`config.mk`:
```
export PLATFORM = sky130hd
export DESIGN_NAME = gw2a_ddr_rdlvl
export DESIGN_NICKNAME = d
export VERILOG_FILES = /design/src/rtl/gw2a_ddr_rdlvl.sv
export SDC_FILE = /design/constraint.sdc
export NUM_CORES = 1
export LEC_CHECK = 0
export ABC_AREA = 1
export BUFFER_PORTS_ARGS = -buffer_cell sky130_fd_sc_hd__buf_2
export CAP_MARGIN = 20
export CORE_MARGIN = 1.5
export CORE_UTILIZATION = 50
export CTS_CLUSTER_DIAMETER = 50
export DETAILED_ROUTE_END_ITERATION = 8
export GPL_ROUTABILITY_DRIVEN = 0
export PLACE_DENSITY = 0.73
export SLEW_MARGIN = 20
export SYNTH_ARGS = -nofsm -noshare
export SYNTH_HDL_FRONTEND = slang
export SYNTH_SLANG_ARGS = --single-unit
```
`constraint.sdc`:
```
create_clock -name PCLK -period 2 [get_ports PCLK]
set_input_delay 0.3 -clock PCLK [delete_from_list [all_inputs] [get_ports PCLK]]
set_output_delay 0.3 -clock PCLK [all_outputs]
set_load 0.05 [all_outputs]
```
`src/rtl/gw2a_ddr_rdlvl.sv`:
```
// gw2a_ddr_rdlvl
//   Read-levelling / word-alignment controller for a bank of Gowin DDR IOBs.
//   Issues training reads, compares each lane's IDES4 nibble against a
//   rotation-unique pattern, and pulses that lane's CALIB (bit-slip) input
//   until the nibble lines up. A lane locks after MATCHES consecutive
//   matching reads. It fails after SLIPS slips without locking.
//
// Ports
//   PCLK        bus clock, shared with the IOBs
//   RESET       synchronous, active-high reset
//   start_i     begin training (taken in IDLE, DONE or FAIL)
//   busy_o      training in progress
//   done_o      all lanes locked (held until RESET or next start)
//   fail_o      lane out of slips or read timeout (held likewise)
//   rd_req_o    training-read request, held until rd_ack_i
//   rd_ack_i    request accepted (same-cycle handshake)
//   rd_valid_i  rd_data_i carries the read beat this cycle
//   rd_data_i   lane n nibble at [4n+3:4n] = {Q3,Q2,Q1,Q0}
//   calib_o     per-lane one-cycle CALIB pulse
//   locked_o    per-lane aligned flag
//   slip_cnt_o  lane n slip count at [3n+2:3n]
//
// state  | meaning
// -------+---------------------------------------------------------------
// IDLE   | waiting for start_i
// REQ    | rd_req_o raised one cycle after entry, waiting for rd_ack_i
// WAIT   | waiting for the read beat; timeout counter running
// CMP    | compare captured nibbles, update match counts and locks
// SLIP   | one-cycle CALIB pulse on the lanes that mismatched
// SETTLE | let the IOB settle after a slip before the next read
// DONE   | every lane locked
// FAIL   | lane exhausted its slips, or a read timed out

module gw2a_ddr_rdlvl #(
  parameter int         WIDTH   = 8,
  parameter logic [3:0] EXPECT  = 4'b0011,
  parameter int         MATCHES = 3,
  parameter int         SLIPS   = 4,
  parameter int         SETTLE  = 8,
  parameter int         TIMEOUT = 64
) (
  input  logic                 PCLK,
  input  logic                 RESET,
  input  logic                 start_i,
  output logic                 busy_o,
  output logic                 done_o,
  output logic                 fail_o,
  output logic                 rd_req_o,
  input  logic                 rd_ack_i,
  input  logic                 rd_valid_i,
  input  logic [4*WIDTH-1:0]   rd_data_i,
  output logic [WIDTH-1:0]     calib_o,
  output logic [WIDTH-1:0]     locked_o,
  output logic [3*WIDTH-1:0]   slip_cnt_o
);

  localparam logic [3:0] MATCH_MAX = 4'(MATCHES);
  localparam logic [2:0] SLIP_MAX  = 3'(SLIPS);
  localparam logic [7:0] TMO_LD    = 8'(TIMEOUT);
  localparam logic [7:0] SETTLE_LD = 8'(SETTLE);

  typedef enum logic [2:0] {
    S_IDLE, S_REQ, S_WAIT, S_CMP, S_SLIP, S_SETTLE, S_DONE, S_FAIL
  } state_t;

  state_t               state_q, state_d;
  logic                 rd_req_q;
  logic                 done_q, fail_q;
  logic [7:0]           timer_q;
  logic [4*WIDTH-1:0]   data_q;
  logic [WIDTH-1:0]     locked_q, mark_q;
  logic [3:0]           match_q [WIDTH];
  logic [2:0]           slip_q  [WIDTH];

  logic [WIDTH-1:0]     lock_cmp, mark_cmp;
  logic [3:0]           match_cmp [WIDTH];
  logic                 slip_lim;

  // Lane comparison on the captured beat; used only while in CMP.
  // Locked lanes keep their state and are never marked for a slip.
  always_comb begin
    lock_cmp = locked_q;
    mark_cmp = '0;
    slip_lim = 1'b0;
    for (int n = 0; n < WIDTH; n++) begin
      match_cmp[n] = match_q[n];
      if (!locked_q[n]) begin
        if (data_q[4*n +: 4] == EXPECT) begin
          if (match_q[n] != MATCH_MAX) match_cmp[n] = match_q[n] + 4'd1;
          if (match_q[n] >= MATCH_MAX - 4'd1) lock_cmp[n] = 1'b1;
        end else begin
          match_cmp[n] = '0;
          mark_cmp[n]  = 1'b1;
          if (slip_q[n] == SLIP_MAX) slip_lim = 1'b1;
        end
      end
    end
  end

  always_comb begin
    state_d = state_q;
    busy_o  = 1'b1;
    calib_o = '0;
    case (state_q)
      S_IDLE, S_DONE, S_FAIL: begin
        busy_o = 1'b0;
        if (start_i) state_d = S_REQ;
      end
      S_REQ: begin
        if (rd_req_q && rd_ack_i) state_d = S_WAIT;
      end
      S_WAIT: begin
        if (rd_valid_i)              state_d = S_CMP;
        else if (timer_q <= 8'd1)    state_d = S_FAIL;
      end
      S_CMP: begin
        if (&lock_cmp)               state_d = S_DONE;
        else if (slip_lim)           state_d = S_FAIL;
        else if (|mark_cmp)          state_d = S_SLIP;
        else                         state_d = S_REQ;
      end
      S_SLIP: begin
        calib_o = mark_q;
        state_d = S_SETTLE;
      end
      S_SETTLE: begin
        if (timer_q <= 8'd1) state_d = S_REQ;
      end
      default: state_d = S_IDLE;
    endcase
  end

  always_ff @(posedge PCLK) begin
    if (RESET) begin
      state_q  <= S_IDLE;
      rd_req_q <= 1'b0;
      done_q   <= 1'b0;
      fail_q   <= 1'b0;
      timer_q  <= '0;
      data_q   <= '0;
      locked_q <= '0;
      mark_q   <= '0;
      for (int n = 0; n < WIDTH; n++) begin
        match_q[n] <= '0;
        slip_q[n]  <= '0;
      end
    end else begin
      state_q <= state_d;
      case (state_q)
        S_IDLE, S_DONE, S_FAIL: begin
          if (start_i) begin
            done_q   <= 1'b0;
            fail_q   <= 1'b0;
            locked_q <= '0;
            mark_q   <= '0;
            for (int n = 0; n < WIDTH; n++) begin
              match_q[n] <= '0;
              slip_q[n]  <= '0;
            end
          end
        end
        // The request is registered, so it rises one cycle into REQ and an
        // ack is only honoured while it is actually visible on the port.
        S_REQ: begin
          if (rd_req_q && rd_ack_i) begin
            rd_req_q <= 1'b0;
            timer_q  <= TMO_LD;
          end else begin
            rd_req_q <= 1'b1;
          end
        end
        S_WAIT: begin
          if (rd_valid_i)           data_q  <= rd_data_i;
          else if (timer_q <= 8'd1) fail_q  <= 1'b1;
          else                      timer_q <= timer_q - 8'd1;
        end
        S_CMP: begin
          locked_q <= lock_cmp;
          mark_q   <= mark_cmp;
          match_q  <= match_cmp;
          if (&lock_cmp)     done_q <= 1'b1;
          else if (slip_lim) fail_q <= 1'b1;
        end
        S_SLIP: begin
          for (int n = 0; n < WIDTH; n++)
            if (mark_q[n] && slip_q[n] != SLIP_MAX) slip_q[n] <= slip_q[n] + 3'd1;
          timer_q <= SETTLE_LD;
        end
        S_SETTLE: begin
          if (timer_q > 8'd1) timer_q <= timer_q - 8'd1;
        end
        default: ;
      endcase
    end
  end

  assign rd_req_o = rd_req_q;
  assign done_o   = done_q;
  assign fail_o   = fail_q;
  assign locked_o = locked_q;

  for (genvar g = 0; g < WIDTH; g++) begin : g_slip
    assign slip_cnt_o[3*g +: 3] = slip_q[g];
  end

endmodule

```
Word level (Yosys, flattened, before mapping)
Memories as Yosys holds them, arrays and structs flattened.
Index checks and enable logic that the tools add are counted.
{"block": "classes", "addsub": 17, "n_mul": 0, "div_mod_pow": 0, "order_cmp": 10, "n_eq_ne": 66, "n_shift": 0, "mux": 172, "bitwise_logic": 16, "reduce_logical": 30}
{"op": "1-bit 2-to-1 mux", "n": 110}
{"op": "4-bit 2-to-1 mux", "n": 24}
{"op": "3-bit 2-to-1 mux", "n": 24}
{"op": "32-bit case mux with 2 select lines", "n": 1}
{"op": "3-bit != test, second input constant", "n": 17}
{"op": "8-bit 2-to-1 mux", "n": 6}
{"op": "3-bit equality test, second input constant", "n": 12}
{"op": "2-bit != test, second input constant", "n": 18}
{"op": "4-bit AND reduction", "n": 9}
{"op": "4-bit by 1-bit adder with 4-bit output, second input constant", "n": 8}
{"op": "4-bit by 2-bit equality test with 1-bit output, second input constant", "n": 8}
{"op": "4-bit by 2-bit greater-or-equal comparator with 1-bit output, second input constant", "n": 8}
{"op": "32-bit 2-to-1 mux", "n": 1}
{"op": "4-bit by 2-bit != test with 1-bit output, second input constant", "n": 8}
{"op": "8-bit case mux with 2 select lines", "n": 2}
{"op": "8-bit case mux with 4 select lines", "n": 1}
{"op": "3-bit by 1-bit adder with 3-bit output, second input constant", "n": 8}
{"op": "3-bit case mux with 6 select lines", "n": 1}
{"op": "1-bit bitwise OR", "n": 16}
{"op": "1-bit logical AND", "n": 9}
{"op": "8-bit by 1-bit greater-than comparator with 1-bit output, second input constant", "n": 1}
{"op": "8-bit by 1-bit less-or-equal comparator with 1-bit output, second input constant", "n": 1}
{"op": "8-bit AND reduction", "n": 1}
{"op": "8-bit OR reduction", "n": 1}
{"op": "other kinds (14)", "n": 16}
{"block": "word_totals", "regBits": 94, "latchBits": 0, "ram_bits": 24, "mem_bits_ro": 0, "inputBits": 37, "out_inout_bits": 44, "elab_cells": 328, "memories": 1}
{"name": "slip_q", "depth": 8, "word_bits": 3, "rd": 8, "rd_ports_with_merged_regs": 0, "wr": 8, "line": "73", "text": "logic [2:0] slip_q [WIDTH];"}

Depth between registers and ports, before layout
Gate-level depths: netlist of the first run.
{"block": "depth", "depth_word": 28, "depth_mapped": 13, "ltp_nobuf": 12}

Worst setup path before layout of the first run
Ideal clock, no wire load.
{"block": "synth_timing", "path_type": "reg2reg", "start": "register state_q[1]", "end": "memory slip_q[3][1], in the netlist slip_q[0][10], enable pin", "setup_time_ns": 0.308, "arrival_time_ns": 1.877, "required_ns": 1.692, "slack_ns": -0.185, "path_stages_with_launch": 7, "synth_period_minus_slack_ns": 2.185, "cell_sequence": "dfxtp_1 > buf_6 > nor2_2 > nand2_2 > nor2_1 > nand3_1 > nand3_1"}
{"item": "start: declaration", "line": "66", "text": "state_t state_q, state_d;"}
{"item": "start signal: assignment", "line": "148", "text": "state_q <= state_d;"}
{"item": "end: declaration", "line": "73"}

Final worst setup path of the first run
{"block": "layout_timing", "start": "register state_q[1]", "end": "output port calib_o[4]"}
{"block": "layout_via", "elab_chain_cells": 2}
{"item": "3-bit equality test", "line": "104", "text": "case (state_q)"}
{"item": "8-bit 2-to-1 mux", "line": "104"}
{"item": "end: declaration", "line": "52", "text": "output logic [WIDTH-1:0] calib_o,"}
No other way between the ends.

==> reports/qor.json, run 1 <==
{
  "outcome": "completed",
  "num-fill-cells": 1154,
  "worst_skew_pair.late_latency_ns": 0.42,
  "start_kind": "flip-flop",
  "fin_hold_ws_ns": 0.125,
  "setup-tns-final_ns": 0,
  "number_of_hold_buffers_added_after_cts": 0,
  "postSynthNetCount": 916,
  "finalCoreUtilization": 0.608,
  "post_drt_via_cell_ratio": 4.93,
  "clkSlewWorstSetupHoldPaths_ns": 0.06,
  "path_max_fanout": 10,
  "timing.slew.headroom": 0.734,
  "sinks_on_the_clock_net": 118,
  "drv_slew": 0,
  "antenna_left": 0,
  "initial_core_util": 0.514,
  "hold_depth": 3,
  "timing.critical_path.from": "state_q[1]",
  "leakagePower_nw": 3.31,
  "total_of_flip_flops_plus_latches_after_synthesis": 118,
  "worst_slew_pin_slew_ns": 0.398,
  "clock_path_buffers": 2,
  "hold_path_startpoint": "rd_data_i[26]",
  "cts_tree": "yes",
  "grt_setup_unrepaired": "no",
  "reg2regPathDepth": 12,
  "core_area_um2": 12000,
  "initialDrtViolationCount": 322,
  "synth.yosys.seq_area_share": 0.417,
  "num_antenna_cells": 0,
  "yosys_warnings": 0,
  "ctsHtreeMaxLevel": 4,
  "setup_viol": 0,
  "rows": 40,
  "layout.nets": 1004,
  "wirelength_mm": 13.4,
  "top_level_pins": 81,
  "reg2reg_setup_slack_ns": 0.21,
  "timing.fmax_ghz": 0.522,
  "grt_pass1_vias": 5070,
  "syn_to_final_growth_pct": 18.3,
  "syn_area_um2": 6170,
  "cp.required_ns": 1.70,
  "grt_overflow": 0,
  "multi_input_combinational_cell_area_um2": 3090,
  "via_count": 5392,
  "numCtsBuffers": 17,
  "rr_startpoint": "timer_q[0]",
  "vdd_drop_max_mv": 0.542,
  "clk_root_buffer_cell": "sky130_fd_sc_hd__clkbuf_16",
  "routedWlPerCell_um": 12.3,
  "postSynth.topFlopCell": "sky130_fd_sc_hd__dfxtp_1",
  "postcts_setup_bufs": 0,
  "layout_min_cycle_time_ns": 1.92,
  "design.die.area_um2": 13000,
  "powerDensity_nw_per_um2": 1360,
  "worstPathArrival_ns": 1.62,
  "clock-skew-final_ns": 0.00924,
  "fp.dieH_um": 114,
  "area.sequential_um2": 2570,
  "hold_viol_final": 0,
  "grt_antenna_before_repair": 0,
  "path_class": "flip-flop to primary output",
  "maxCapViolCount": 0,
  "syn_area_per_cell_um2": 7.31,
  "timing.final.crit_share": 0.958,
  "ctsResizeCount": 12,
  "synth_enable_flop_cells": 21,
  "crit_path_end_kind": "primary output",
  "syn_inst": 845,
  "drt_pass1_iterations": 4,
  "dp_hpwl_mm": 9.68,
  "place.port_buffers": 80,
  "r2r_end": "timer_q[7]",
  "grt_usage": 0.220,
  "remaining_drc_errors": 0,
  "hold_class": "input pin to flip-flop",
  "wire_length_of_the_first_global_routing_pass_mm": 22.8,
  "grt_start_max_net_pins": 41,
  "post_route_cells_drive_above_1_share": 0.181,
  "whs_endpoint": "data_q[26]",
  "async_flop_share": 0,
  "synth_cell_types": 37,
  "horizontal_die_dimension_um": 114
}
==> stage by stage <==
| step | power [mW] | instance area [um2] | instances | setup WS, ns |
|---|---|---|---|---|
| 6_report | 9.94 | 7310 | 1093 | 0.0843 |
| 3_3_place_gp | 7.12 | 6730 | 1061 | 0.286 |
| 4_1_cts | 9.97 | 7300 | 1093 | 0.00447 |
| 3_5_place_dp | 7.20 | 6730 | 1061 | 0.234 |
| 5_1_grt | 10.6 | 7310 | 1093 | 0.0108 |
| 2_1_floorplan | 6.41 | 6170 | 845 | -0.185 |
==> worst max path at each step <==
stage | endpoint | slack, ns
after global routing | calib_o[3] | 0.01
after CTS | calib_o[5] | 0.004
after global placement | timer_q[7] | 0.29
after floorplan | slip_q[0][10] | -0.19
after detailed placement | timer_q[7] | 0.23
final | calib_o[4] | 0.08
==> critical path: stages (launching register included) <==
cell                      delay [ns]
sky130_fd_sc_hd__dfxtp_1        0.42
sky130_fd_sc_hd__nor2_4         0.22
sky130_fd_sc_hd__nand2_4        0.14
sky130_fd_sc_hd__nor2_1         0.18
sky130_fd_sc_hd__buf_4          0.23
==> metal layers <==
layer  GRT usage  vias up  part of all wire
li1            -     2870                 -
met1       0.291     2408              0.49
met2       0.362      106              0.46
met3      0.0482        8             0.046
met4      0.0708        0            0.0079
met5           0        -                 0
==> report_power, final <==
group | internal, mW | switching (mW) | total (mW)
combinational | 1.20 | 2.63 | 3.83
clock | 1.58 | 1.15 | 2.73
sequential | 2.94 | 0.434 | 3.37
total | 5.72 | 4.22 | 9.94
==> kinds of logic (layout without fill, tap and decap cells) <==
kind of cell / count (synthesis) / in the layout / share of synthesized area
adders and majority gates: 34 / 34 / 0.0689
DFF: 118 / 118 / 0.417
xor gates and xnor gates: 10 / 10 / 0.0142
and+or+nand+nor: 415 / 415 / 0.291
AOI/OAI and AO/OA: 133 / 133 / 0.123
buffers and inverters: 135 / 236 / 0.0859
==> placed cells by master, fill, tap and decap left out, types with 2 or more instances in the layout <==
master	n
sky130_fd_sc_hd__inv_6	2
sky130_fd_sc_hd__dfxtp_1	97
sky130_fd_sc_hd__nor2_2	4
sky130_fd_sc_hd__nor3_1	14
sky130_fd_sc_hd__clkbuf_16	17
sky130_fd_sc_hd__nand2_2	5
sky130_fd_sc_hd__o21ai_2	9
sky130_fd_sc_hd__xor2_1	2
sky130_fd_sc_hd__clkinv_2	4
sky130_fd_sc_hd__ha_1	34
sky130_fd_sc_hd__nand2_1	164
sky130_fd_sc_hd__buf_4	14
sky130_fd_sc_hd__a211oi_1	8
sky130_fd_sc_hd__o21ai_1	7
sky130_fd_sc_hd__nand2_4	11
sky130_fd_sc_hd__o21ai_0	50
sky130_fd_sc_hd__nand3b_1	2
sky130_fd_sc_hd__nor2_1	156
sky130_fd_sc_hd__edfxtp_1	21
sky130_fd_sc_hd__buf_2	72
sky130_fd_sc_hd__inv_1	100
sky130_fd_sc_hd__inv_4	3
sky130_fd_sc_hd__a21oi_1	47
sky130_fd_sc_hd__nand3_1	44
sky130_fd_sc_hd__nand4_1	2
sky130_fd_sc_hd__clkinvlp_4	4
sky130_fd_sc_hd__nor3b_1	7
sky130_fd_sc_hd__nor2_4	3
sky130_fd_sc_hd__xnor2_1	8
sky130_fd_sc_hd__o21a_1	8
sky130_fd_sc_hd__inv_2	15
sky130_fd_sc_hd__clkinv_4	3
==> area by class of cell <==
cell class / instances / area share
Multi-Input combinational cell: 592 / 0.423
Sequential cell: 118 / 0.352
Tap cell: 147 / 0.0252
Timing Repair Buffer: 87 / 0.0664
Clock buffer: 17 / 0.0582
Inverter: 117 / 0.0605
Clock inverter: 15 / 0.0146
==> sequential cells by signal (all words and copies together) (netlist names) <==
signal and count:
data_q 32, done_o 1, fail_o 1, locked_o 8, mark_q 8, match_q 32, rd_req_o 1, slip_q 24
state_q 3, timer_q 8
==> Yosys cell counts, drive strengths merged, types with 7 or more instances <==
master,n,area share
nand2,181,0.13
nor2,163,0.10
inv,116,0.071
dfxtp,97,0.31
o21ai,66,0.059
a21oi,49,0.042
nand3,44,0.036
ha,34,0.069
edfxtp,21,0.10
nor3,14,0.011
clkbuf,10,0.0061
a211oi,8,0.0097
buf,8,0.0083
o21a,8,0.0097
xnor2,8,0.011
nor3b,7,0.0085
(Power assumes the default switching activity.)
==> inputs of run 2 (changes only) <==
--- a/config.mk
+++ b/config.mk
@@ -9,11 +9,11 @@
 export BUFFER_PORTS_ARGS = -buffer_cell sky130_fd_sc_hd__buf_2
 export CAP_MARGIN = 20
 export CORE_MARGIN = 1.5
-export CORE_UTILIZATION = 50
+export CORE_UTILIZATION = 25
 export CTS_CLUSTER_DIAMETER = 50
 export DETAILED_ROUTE_END_ITERATION = 8
 export GPL_ROUTABILITY_DRIVEN = 0
-export PLACE_DENSITY = 0.73
+export PLACE_DENSITY = 0.43
 export SLEW_MARGIN = 20
 export SYNTH_ARGS = -nofsm -noshare
 export SYNTH_HDL_FRONTEND = slang
==> reports/qor.json, run 2 (synthesis results as in run 1) <==
{
  "sinks_on_the_clock_net": {"value": 118, "change": "unchanged"},
  "setup_ws": {"value": 0.0917, "unit": "ns", "change": "was 0.0843 ns"},
  "most-common-layout-cells": {"value": "sky130_fd_sc_hd__nand2_1 (164), sky130_fd_sc_hd__nor2_1 (154), sky130_fd_sc_hd__inv_1 (100), sky130_fd_sc_hd__dfxtp_1 (97), sky130_fd_sc_hd__buf_2 (72)", "change": "was sky130_fd_sc_hd__nand2_1 (164), sky130_fd_sc_hd__nor2_1 (156), sky130_fd_sc_hd__inv_1 (100), sky130_fd_sc_hd__dfxtp_1 (97), sky130_fd_sc_hd__buf_2 (72)"},
  "rr_startpoint": {"value": "state_q[2]", "change": "was timer_q[0]"},
  "setup-tns-final": {"value": 0, "unit": "ns", "change": "unchanged"},
  "area.sequential": {"value": 2570, "unit": "um2", "change": "unchanged"},
  "via_count": {"value": 5335, "change": "was 5392"},
  "num_antenna_cells": {"value": 0, "change": "unchanged"},
  "clkSlewWorstSetupHoldPaths": {"value": 0.06, "unit": "ns", "change": "about the same"},
  "multi_input_combinational_cell_area": {"value": 3100, "unit": "um2", "change": "was 3090 um2"},
  "powerDensity": {"value": 1370, "unit": "nW/um2", "change": "was 1360 nW/um2"},
  "routedWlPerCell": {"value": 12.3, "unit": "um", "change": "about the same"},
  "hold_path_startpoint": {"value": "rd_data_i[19]", "change": "was rd_data_i[26]"},
  "timing.critical_path.cells": {"value": "inv_2 > nor2_4 > nand2_4 > nor2_1 > buf_4", "change": "was nor2_4 > nand2_4 > nor2_1 > buf_4"},
  "hold_class": {"value": "input pin to flip-flop", "change": "unchanged"},
  "timing.fmax": {"value": 0.524, "unit": "GHz", "change": "was 0.522 GHz"},
  "grt_start_max_net_pins": {"value": 47, "change": "was 41"},
  "maxCapViolCount": {"value": 0, "change": "unchanged"},
  "rows": {"value": 57, "change": "was 40"},
  "numCtsBuffers": {"value": 17, "change": "unchanged"},
  "post_drt_via_cell_ratio": {"value": 4.19, "change": "was 4.93"},
  "place.port_buffers": {"value": 80, "change": "unchanged"},
  "r2r_end": {"value": "match_q[10]", "change": "was timer_q[7]"},
  "postPlaceCellArea": {"value": 6980, "unit": "um2", "change": "was 6730 um2"},
  "clock_path_buffers": {"value": 2, "change": "unchanged"},
  "cp.required": {"value": 1.70, "unit": "ns", "change": "about the same"},
  "top_level_pins": {"value": 81, "change": "unchanged"},
  "worstPathArrival": {"value": 1.61, "unit": "ns", "change": "was 1.62 ns"},
  "wire_length_of_the_first_global_routing_pass": {"value": 25.8, "unit": "mm", "change": "was 22.8 mm"},
  "initialDrtViolationCount": {"value": 279, "change": "was 322"},
  "timing.critical_path.buf_inv": {"value": 2, "change": "was 1"},
  "horizontal_die_dimension": {"value": 160, "unit": "um", "change": "was 114 um"},
  "grt_pass1_vias": {"value": 5116, "change": "was 5070"},
  "critPathSlowestCell": {"value": "sky130_fd_sc_hd__dfxtp_1", "change": "unchanged"},
  "timing.final.crit_share": {"value": 0.954, "change": "was 0.958"},
  "syn_to_final_growth": {"value": 24.2, "unit": "%", "change": "was 18.3%"},
  "grt_antenna_before_repair": {"value": 0, "change": "unchanged"},
  "clk_root_buffer_cell": {"value": "sky130_fd_sc_hd__clkbuf_16", "change": "unchanged"},
  "whs_endpoint": {"value": "data_q[19]", "change": "was data_q[26]"},
  "reg2reg_setup_slack": {"value": 0.24, "unit": "ns", "change": "was 0.21 ns"},
  "grt_setup_unrepaired": {"value": "yes", "change": "was no"},
  "initial_core_util": {"value": 0.255, "change": "was 0.514"},
  "leakagePower": {"value": 3.37, "unit": "nW", "change": "was 3.31 nW"},
  "path_class": {"value": "flip-flop to primary output", "change": "unchanged"},
  "cts_tree": {"value": "yes", "change": "unchanged"},
  "start_kind": {"value": "flip-flop", "change": "unchanged"},
  "dp_slack": {"value": 0.198, "unit": "ns", "change": "was 0.234 ns"},
  "vdd_drop_max": {"value": 0.608, "unit": "mV", "change": "was 0.542 mV"},
  "hold_depth": {"value": 3, "change": "unchanged"},
  "num-fill-cells": {"value": 2608, "change": "was 1154"},
  "outcome": {"value": "completed", "change": "unchanged"},
  "crit_path_end_kind": {"value": "primary output", "change": "unchanged"},
  "postcts_setup_bufs": {"value": 0, "change": "unchanged"},
  "design.die.area": {"value": 25600, "unit": "um2", "change": "was 13000 um2"},
  "layout_min_cycle_time": {"value": 1.91, "unit": "ns", "change": "was 1.92 ns"},
  "wirelength": {"value": 15.6, "unit": "mm", "change": "was 13.4 mm"},
  "drt_pass1_iterations": {"value": 4, "change": "unchanged"},
  "setup_viol": {"value": 0, "change": "unchanged"},
  "clock-skew-final": {"value": 0.00929, "unit": "ns", "change": "was 0.00924 ns"},
  "dp_hpwl": {"value": 11.7, "unit": "mm", "change": "was 9.68 mm"},
  "crit_cells": {"value": 5, "change": "was 4"},
  "timing.slew.headroom": {"value": 0.790, "change": "was 0.734"},
  "grt_overflow": {"value": 0, "change": "unchanged"},
  "fp.dieH": {"value": 160, "unit": "um", "change": "was 114 um"},
  "post_route_cells_drive_above_1_share": {"value": 0.184, "change": "was 0.181"},
  "drv_slew": {"value": 0, "change": "unchanged"},
  "reg2regPathDepth": {"value": 9, "change": "was 12"},
  "antenna_left": {"value": 0, "change": "unchanged"},
  "worst_skew_pair.late_latency": {"value": 0.41, "unit": "ns", "change": "was 0.42 ns"},
  "hold_viol_final": {"value": 0, "change": "unchanged"},
  "core_area": {"value": 24200, "unit": "um2", "change": "was 12000 um2"},
  "ctsHtreeMaxLevel": {"value": 4, "change": "unchanged"},
  "critPathTopFamily": {"value": "simple AND/OR/NAND/NOR gates", "change": "unchanged"},
  "remaining_drc_errors": {"value": 0, "change": "unchanged"},
  "layout.nets": {"value": 1006, "change": "was 1004"},
  "grt_usage": {"value": 0.126, "change": "was 0.220"},
  "worst_slew_pin_slew": {"value": 0.314, "unit": "ns", "change": "was 0.398 ns"},
  "path_max_fanout": {"value": 10, "change": "unchanged"},
  "final_common_cell": {"value": "sky130_fd_sc_hd__nand2_1", "change": "unchanged"},
  "largestRegisters": {"value": "data_q x32, match_q x32, slip_q x24", "change": "unchanged"},
  "max_stage_delay": {"value": 0.40, "unit": "ns", "change": "was 0.42 ns"},
  "final_area": {"value": 7670, "unit": "um2", "change": "was 7310 um2"}
}
run 2: cell types whose count changed in the layout (fill, tap and decap cells not counted), moves of 2 or more:
cell	previous run	this run
sky130_fd_sc_hd__bufinv_16	0	4
sky130_fd_sc_hd__nor2_1	156	154
sky130_fd_sc_hd__inv_6	2	0
sky130_fd_sc_hd__nor2_2	4	6
sky130_fd_sc_hd__inv_4	3	1
sky130_fd_sc_hd__buf_6	0	3
sky130_fd_sc_hd__buf_4	14	12
run 2: repair_timing:
action                     4_1_cts  5_1_grt
gates resized for setup         14        6
setup endpoints to repair        8        6
hold buffers                     0        0
run 2: layout make-up:
class                   count  share of cell area
clock buffers              19              0.0577
clock inverters            13              0.0235
inverters                 117              0.0576
multi-input cells         592               0.405
flip-flops and latches    118               0.335
well taps                 324              0.0529
repair buffers             89              0.0684
run 2: worst max-delay path by stage:
stage          slack, ns        from       endpoint
2_1_floorplan      -0.19  state_q[1]  slip_q[0][10]
3_3_place_gp        0.23  timer_q[0]     timer_q[7]
3_5_place_dp        0.20  timer_q[0]     timer_q[7]
4_1_cts             0.08  state_q[2]     calib_o[2]
5_1_grt           -0.005  state_q[2]     calib_o[5]
6_report            0.09  state_q[2]     calib_o[1]
run 2: report_power, final:
group          switching [mW]  total [mW]  internal (mW)
Combinational            2.67        3.90           1.23
Clock                    1.14        3.25           2.11
Sequential              0.428        3.37           2.94
run 2: through the flow:
step	utilization	hold slack, ns	std cells	total power [mW]
3_5_place_dp	0.288	0.454	1240	7.32
5_1_grt	0.316	0.130	1272	11.3
6_report	0.316	0.136	1272	10.5
2_1_floorplan	-	0.428	845	6.41
3_3_place_gp	0.288	0.450	1240	7.35
4_1_cts	0.315	0.123	1272	10.7
run 2: layer usage:
metal	GRT usage	up-vias	wire (um)
met1	0.174	2365	8160
met3	0.0345	12	650
met5	0	-	0
met4	0.0297	0	148
li1	-	2867	-
met2	0.195	91	6690
run 2: worst min-delay path, stage by stage:
cell                      delay, ns
sky130_fd_sc_hd__buf_2         0.07
sky130_fd_sc_hd__o21ai_0       0.07
sky130_fd_sc_hd__nor2_1        0.07
==> inputs of run 3 (changes only) <==
--- a/config.mk
+++ b/config.mk
@@ -5,7 +5,6 @@
 export SDC_FILE = /design/constraint.sdc
 export NUM_CORES = 1
 export LEC_CHECK = 0
-export ABC_AREA = 1
 export BUFFER_PORTS_ARGS = -buffer_cell sky130_fd_sc_hd__buf_2
 export CAP_MARGIN = 20
 export CORE_MARGIN = 1.5
==> reports/qor.json, run 3 <==
{
  "outcome": {"value": "completed", "change": "unchanged"},
  "drv_slew": {"value": 0, "change": "unchanged"},
  "worstPathArrival": {"value": 2.27, "unit": "ns", "change": "was 1.61 ns"},
  "syn_area_per_cell": {"value": 8.92, "unit": "um2", "change": "was 7.31 um2"},
  "synth_compound_gate_area_share": {"value": 0.144, "change": "was 0.123"},
  "yosys.area_share.adder": {"value": 0.0712, "change": "was 0.0689"},
  "grt_overflow": {"value": 0, "change": "unchanged"},
  "number_of_hold_buffers_added_after_cts": {"value": 0, "change": "unchanged"},
  "total_of_flip_flops_plus_latches_after_synthesis": {"value": 118, "change": "unchanged"},
  "synth_commonest_cells": {"value": "sky130_fd_sc_hd__nand2_1 (104), sky130_fd_sc_hd__dfxtp_1 (97), sky130_fd_sc_hd__nor2_1 (88), sky130_fd_sc_hd__a21oi_1 (46), sky130_fd_sc_hd__ha_1 (34)", "change": "was sky130_fd_sc_hd__nand2_1 (164), sky130_fd_sc_hd__nor2_1 (160), sky130_fd_sc_hd__inv_1 (100), sky130_fd_sc_hd__dfxtp_1 (97), sky130_fd_sc_hd__o21ai_0 (50)"},
  "setup_ws": {"value": 0.0511, "unit": "ns", "change": "was 0.0917 ns"},
  "setup-tns-final": {"value": 0, "unit": "ns", "change": "unchanged"},
  "fp.dieH": {"value": 158, "unit": "um", "change": "was 160 um"},
  "vdd_drop_max": {"value": 0.537, "unit": "mV", "change": "was 0.608 mV"},
  "worst_slew_pin_slew": {"value": 0.825, "unit": "ns", "change": "was 0.314 ns"},
  "yosys-top-cells-area": {"value": "sky130_fd_sc_hd__dfxtp_1 (33%), sky130_fd_sc_hd__edfxtp_1 (11%), sky130_fd_sc_hd__ha_1 (7.1%), sky130_fd_sc_hd__nand2_1 (6.5%), sky130_fd_sc_hd__nor2_1 (5.5%)", "change": "was sky130_fd_sc_hd__dfxtp_1 (31%), sky130_fd_sc_hd__edfxtp_1 (10%), sky130_fd_sc_hd__nand2_1 (10%), sky130_fd_sc_hd__nor2_1 (9.7%), sky130_fd_sc_hd__ha_1 (6.9%)"},
  "clock-skew-final": {"value": 0.0101, "unit": "ns", "change": "was 0.00929 ns"},
  "hold_class": {"value": "input pin to flip-flop", "change": "unchanged"},
  "dp_slack": {"value": -0.0125, "unit": "ns", "change": "was 0.198 ns"},
  "clkPwrFrac": {"value": 0.473, "change": "was 0.309"},
  "initialDrtViolationCount": {"value": 253, "change": "was 279"},
  "grt_pass1_vias": {"value": 4768, "change": "was 5116"},
  "part_of_the_power_in_registers": {"value": 0.380, "change": "was 0.320"},
  "most-common-layout-cells": {"value": "sky130_fd_sc_hd__nand2_1 (102), sky130_fd_sc_hd__dfxtp_1 (96), sky130_fd_sc_hd__nor2_1 (86), sky130_fd_sc_hd__buf_2 (79), sky130_fd_sc_hd__buf_4 (46)", "change": "was sky130_fd_sc_hd__nand2_1 (164), sky130_fd_sc_hd__nor2_1 (154), sky130_fd_sc_hd__inv_1 (100), sky130_fd_sc_hd__dfxtp_1 (97), sky130_fd_sc_hd__buf_2 (72)"},
  "p_int": {"value": 5.10, "unit": "mW", "change": "was 6.28 mW"},
  "yosys_top_cell_by_area": {"value": "sky130_fd_sc_hd__dfxtp_1", "change": "unchanged"},
  "post_route_cells_drive_above_1_share": {"value": 0.270, "change": "was 0.184"},
  "hold_viol_final": {"value": 0, "change": "unchanged"},
  "leakagePower": {"value": 3.08, "unit": "nW", "change": "was 3.37 nW"},
  "design.die.area": {"value": 24800, "unit": "um2", "change": "was 25600 um2"},
  "clk_root_buffer_cell": {"value": "sky130_fd_sc_hd__clkbuf_16", "change": "unchanged"},
  "grt_antenna_before_repair": {"value": 0, "change": "unchanged"},
  "dp_hpwl": {"value": 11.6, "unit": "mm", "change": "was 11.7 mm"},
  "ctsHtreeMaxLevel": {"value": 4, "change": "unchanged"},
  "grt_start_max_net_pins": {"value": 45, "change": "was 47"},
  "layout_min_cycle_time": {"value": 1.95, "unit": "ns", "change": "was 1.91 ns"},
  "yosys-mux-area-fraction": {"value": 0.0155, "change": "was 0"},
  "crit_path_end_kind": {"value": "flip-flop", "change": "was primary output"},
  "wirelength": {"value": 15.9, "unit": "mm", "change": "was 15.6 mm"},
  "grt_setup_unrepaired": {"value": "yes", "change": "unchanged"},
  "synth_cell_types": {"value": 58, "change": "was 37"},
  "final_area": {"value": 7790, "unit": "um2", "change": "was 7670 um2"},
  "finish.cell_count_without_fillers": {"value": 1119, "change": "was 1272"},
  "synth_enable_flop_cells": {"value": 21, "change": "unchanged"},
  "cts_tree": {"value": "yes", "change": "unchanged"},
  "start_kind": {"value": "flip-flop", "change": "unchanged"},
  "worst_skew_pair.late_latency": {"value": 0.42, "unit": "ns", "change": "was 0.41 ns"},
  "syn_area": {"value": 5970, "unit": "um2", "change": "was 6170 um2"},
  "remaining_drc_errors": {"value": 0, "change": "unchanged"},
  "postSynthNetCount": {"value": 740, "change": "was 916"},
  "post_drt_via_cell_ratio": {"value": 4.48, "change": "was 4.19"},
  "syn_inst": {"value": 669, "change": "was 845"},
  "yosys_warnings": {"value": 0, "change": "unchanged"},
  "horizontal_die_dimension": {"value": 158, "unit": "um", "change": "was 160 um"},
  "via_count": {"value": 5012, "change": "was 5335"},
  "postcts_setup_bufs": {"value": 0, "change": "unchanged"},
  "maxCapViolCount": {"value": 0, "change": "unchanged"},
  "postSynth.topFlopCell": {"value": "sky130_fd_sc_hd__dfxtp_1", "change": "unchanged"},
  "clock_path_buffers": {"value": 2, "change": "unchanged"},
  "clkSlewWorstSetupHoldPaths": {"value": 0.06, "unit": "ns", "change": "about the same"},
  "yosys.area_share.xor_xnor": {"value": 0.0440, "change": "was 0.0142"},
  "count_leader_synth": {"value": "sky130_fd_sc_hd__nand2_1", "change": "unchanged"},
  "powerDensity": {"value": 889, "unit": "nW/um2", "change": "was 1370 nW/um2"},
  "num_antenna_cells": {"value": 0, "change": "unchanged"},
  "synth_top_family_by_area": {"value": "simple AND/OR/NAND/NOR gates", "change": "unchanged"},
  "final_common_cell": {"value": "sky130_fd_sc_hd__nand2_1", "change": "unchanged"},
  "power_switching": {"value": 1.83, "unit": "mW", "change": "was 4.24 mW"},
  "cp.required": {"value": 2.33, "unit": "ns", "change": "was 1.70 ns"},
  "power.share.combinational": {"value": 0.148, "change": "was 0.371"},
  "top_level_pins": {"value": 81, "change": "unchanged"},
  "timing.slew.headroom": {"value": 0.448, "change": "was 0.790"},
  "antenna_left": {"value": 0, "change": "unchanged"},
  "place.port_buffers": {"value": 80, "change": "unchanged"},
  "total_power": {"value": 6.93, "unit": "mW", "change": "was 10.5 mW"},
  "grt_usage": {"value": 0.135, "change": "was 0.126"},
  "numCtsBuffers": {"value": 17, "change": "unchanged"},
  "drt_pass1_iterations": {"value": 4, "change": "unchanged"},
  "wire_length_of_the_first_global_routing_pass": {"value": 25.7, "unit": "mm", "change": "was 25.8 mm"},
  "initial_core_util": {"value": 0.254, "change": "was 0.255"},
  "setup_viol": {"value": 0, "change": "unchanged"},
  "routedWlPerCell": {"value": 14.2, "unit": "um", "change": "was 12.3 um"},
  "syn_to_final_growth": {"value": 30.6, "unit": "%", "change": "was 24.2%"},
  "yosysTopAreaCellShare": {"value": 0.325, "change": "was 0.315"},
  "num-fill-cells": {"value": 2467, "change": "was 2608"},
  "path_max_fanout": {"value": 4, "change": "was 10"},
  "path_class": {"value": "flip-flop to flip-flop", "change": "was flip-flop to primary output"},
  "postPlaceCellArea": {"value": 7070, "unit": "um2", "change": "was 6980 um2"},
  "largestRegisters": {"value": "data_q x32, match_q x32, slip_q x24", "change": "unchanged"},
  "rows": {"value": 56, "change": "was 57"},
  "timing.fmax": {"value": 0.513, "unit": "GHz", "change": "was 0.524 GHz"},
  "sinks_on_the_clock_net": {"value": 118, "change": "unchanged"},
  "switching_share": {"value": 0.264, "change": "was 0.403"},
  "timing.final.crit_share": {"value": 0.974, "change": "was 0.954"},
  "async_flop_share": {"value": 0, "change": "unchanged"},
  "layout.nets": {"value": 859, "change": "was 1006"},
  "numPlacedInstances": {"value": 1088, "change": "was 1240"},
  "synthSimpleGateAreaFrac": {"value": 0.256, "change": "was 0.291"},
  "core_area": {"value": 23500, "unit": "um2", "change": "was 24200 um2"},
  "synth.yosys.seq_area_share": {"value": 0.431, "change": "was 0.417"}
}
-- run 3: cell count changes in the layout (fill, tap and decap cells not counted), sizes merged, moves of 10 or more --
cell / change
and3: +15
buf: +40
inv: -87
nand2: -75
nand3: -39
nor2: -74
nor4: +13
o21ai: -56
o21bai: +10
xor2: +18
-- run 3: critical path: stages, from the launching register on --
cell and delay [ns]:
sky130_fd_sc_hd__dfxtp_1 0.31, sky130_fd_sc_hd__and4bb_4 0.39, sky130_fd_sc_hd__nor2_4 0.05, sky130_fd_sc_hd__nor4_4 0.32, sky130_fd_sc_hd__nand4_1 0.16, sky130_fd_sc_hd__or3_4 0.36
sky130_fd_sc_hd__a211oi_2 0.26
-- run 3: what timing repair did --
| item | 4_1_cts | 5_1_grt |
|---|---|---|
| resized for setup | 3 | 15 |
| pin swaps | 2 | 6 |
| endpoints found under the setup margin | 2 | 10 |
-- run 3: power groups by stage --
stage	combinational (mW)	sequential, mW	clock [mW]
after floorplan	0.551	2.79	0
after global placement	1.01	2.68	0
after detailed placement	1.01	2.68	0
after CTS	1.02	2.63	3.35
after global routing	1.13	2.65	3.48
final	1.02	2.63	3.28
-- run 3: cell type report --
| type | instances | area (um2) | area share |
|---|---|---|---|
| Multi-Input combinational cell | 493 | 3260 | 0.418 |
| Inverter | 29 | 109 | 0.0140 |
| Tap cell | 319 | 399 | 0.0512 |
| Clock inverter | 5 | 80.1 | 0.0103 |
| Timing Repair Buffer | 129 | 812 | 0.104 |
| Clock buffer | 26 | 562 | 0.0721 |
| Sequential cell | 118 | 2570 | 0.330 |
-- run 3: per-layer routing --
layer / share of wire / up-vias / global-route usage
met4: 0.014 / 0 / 0.0512
met2: 0.41 / 90 / 0.199
li1: - / 2596 / -
met3: 0.034 / 16 / 0.0281
met5: 0 / - / 0
met1: 0.54 / 2310 / 0.191
-- run 3: worst paths after layout --
check             cells after the start    startpoint         end  slack [ns]
setup reg to reg                      6    data_q[10]  state_q[2]        0.05
hold reg to reg                       2        done_o      done_o        0.44
setup / recovery                      6    data_q[10]  state_q[2]        0.05
hold / removal                        3  rd_data_i[1]   data_q[1]        0.11
-- run 3: kinds of logic (layout without fill, tap and decap cells) --
group           count (synthesis)  count (layout)
simple gates                  299             299
compound gates                121             121
flops                         118             118
buf+inv                        58             189
fa+ha+maj                      34              34
xor+xnor                       30              30
mux                             9               9
-- run 3: metrics by stage --
step                 util  hold slack, ns
finish              0.332           0.115
detailed placement  0.301           0.439
CTS                 0.329          0.0968
global placement    0.301           0.430
floorplan               -           0.432
global route        0.332           0.105
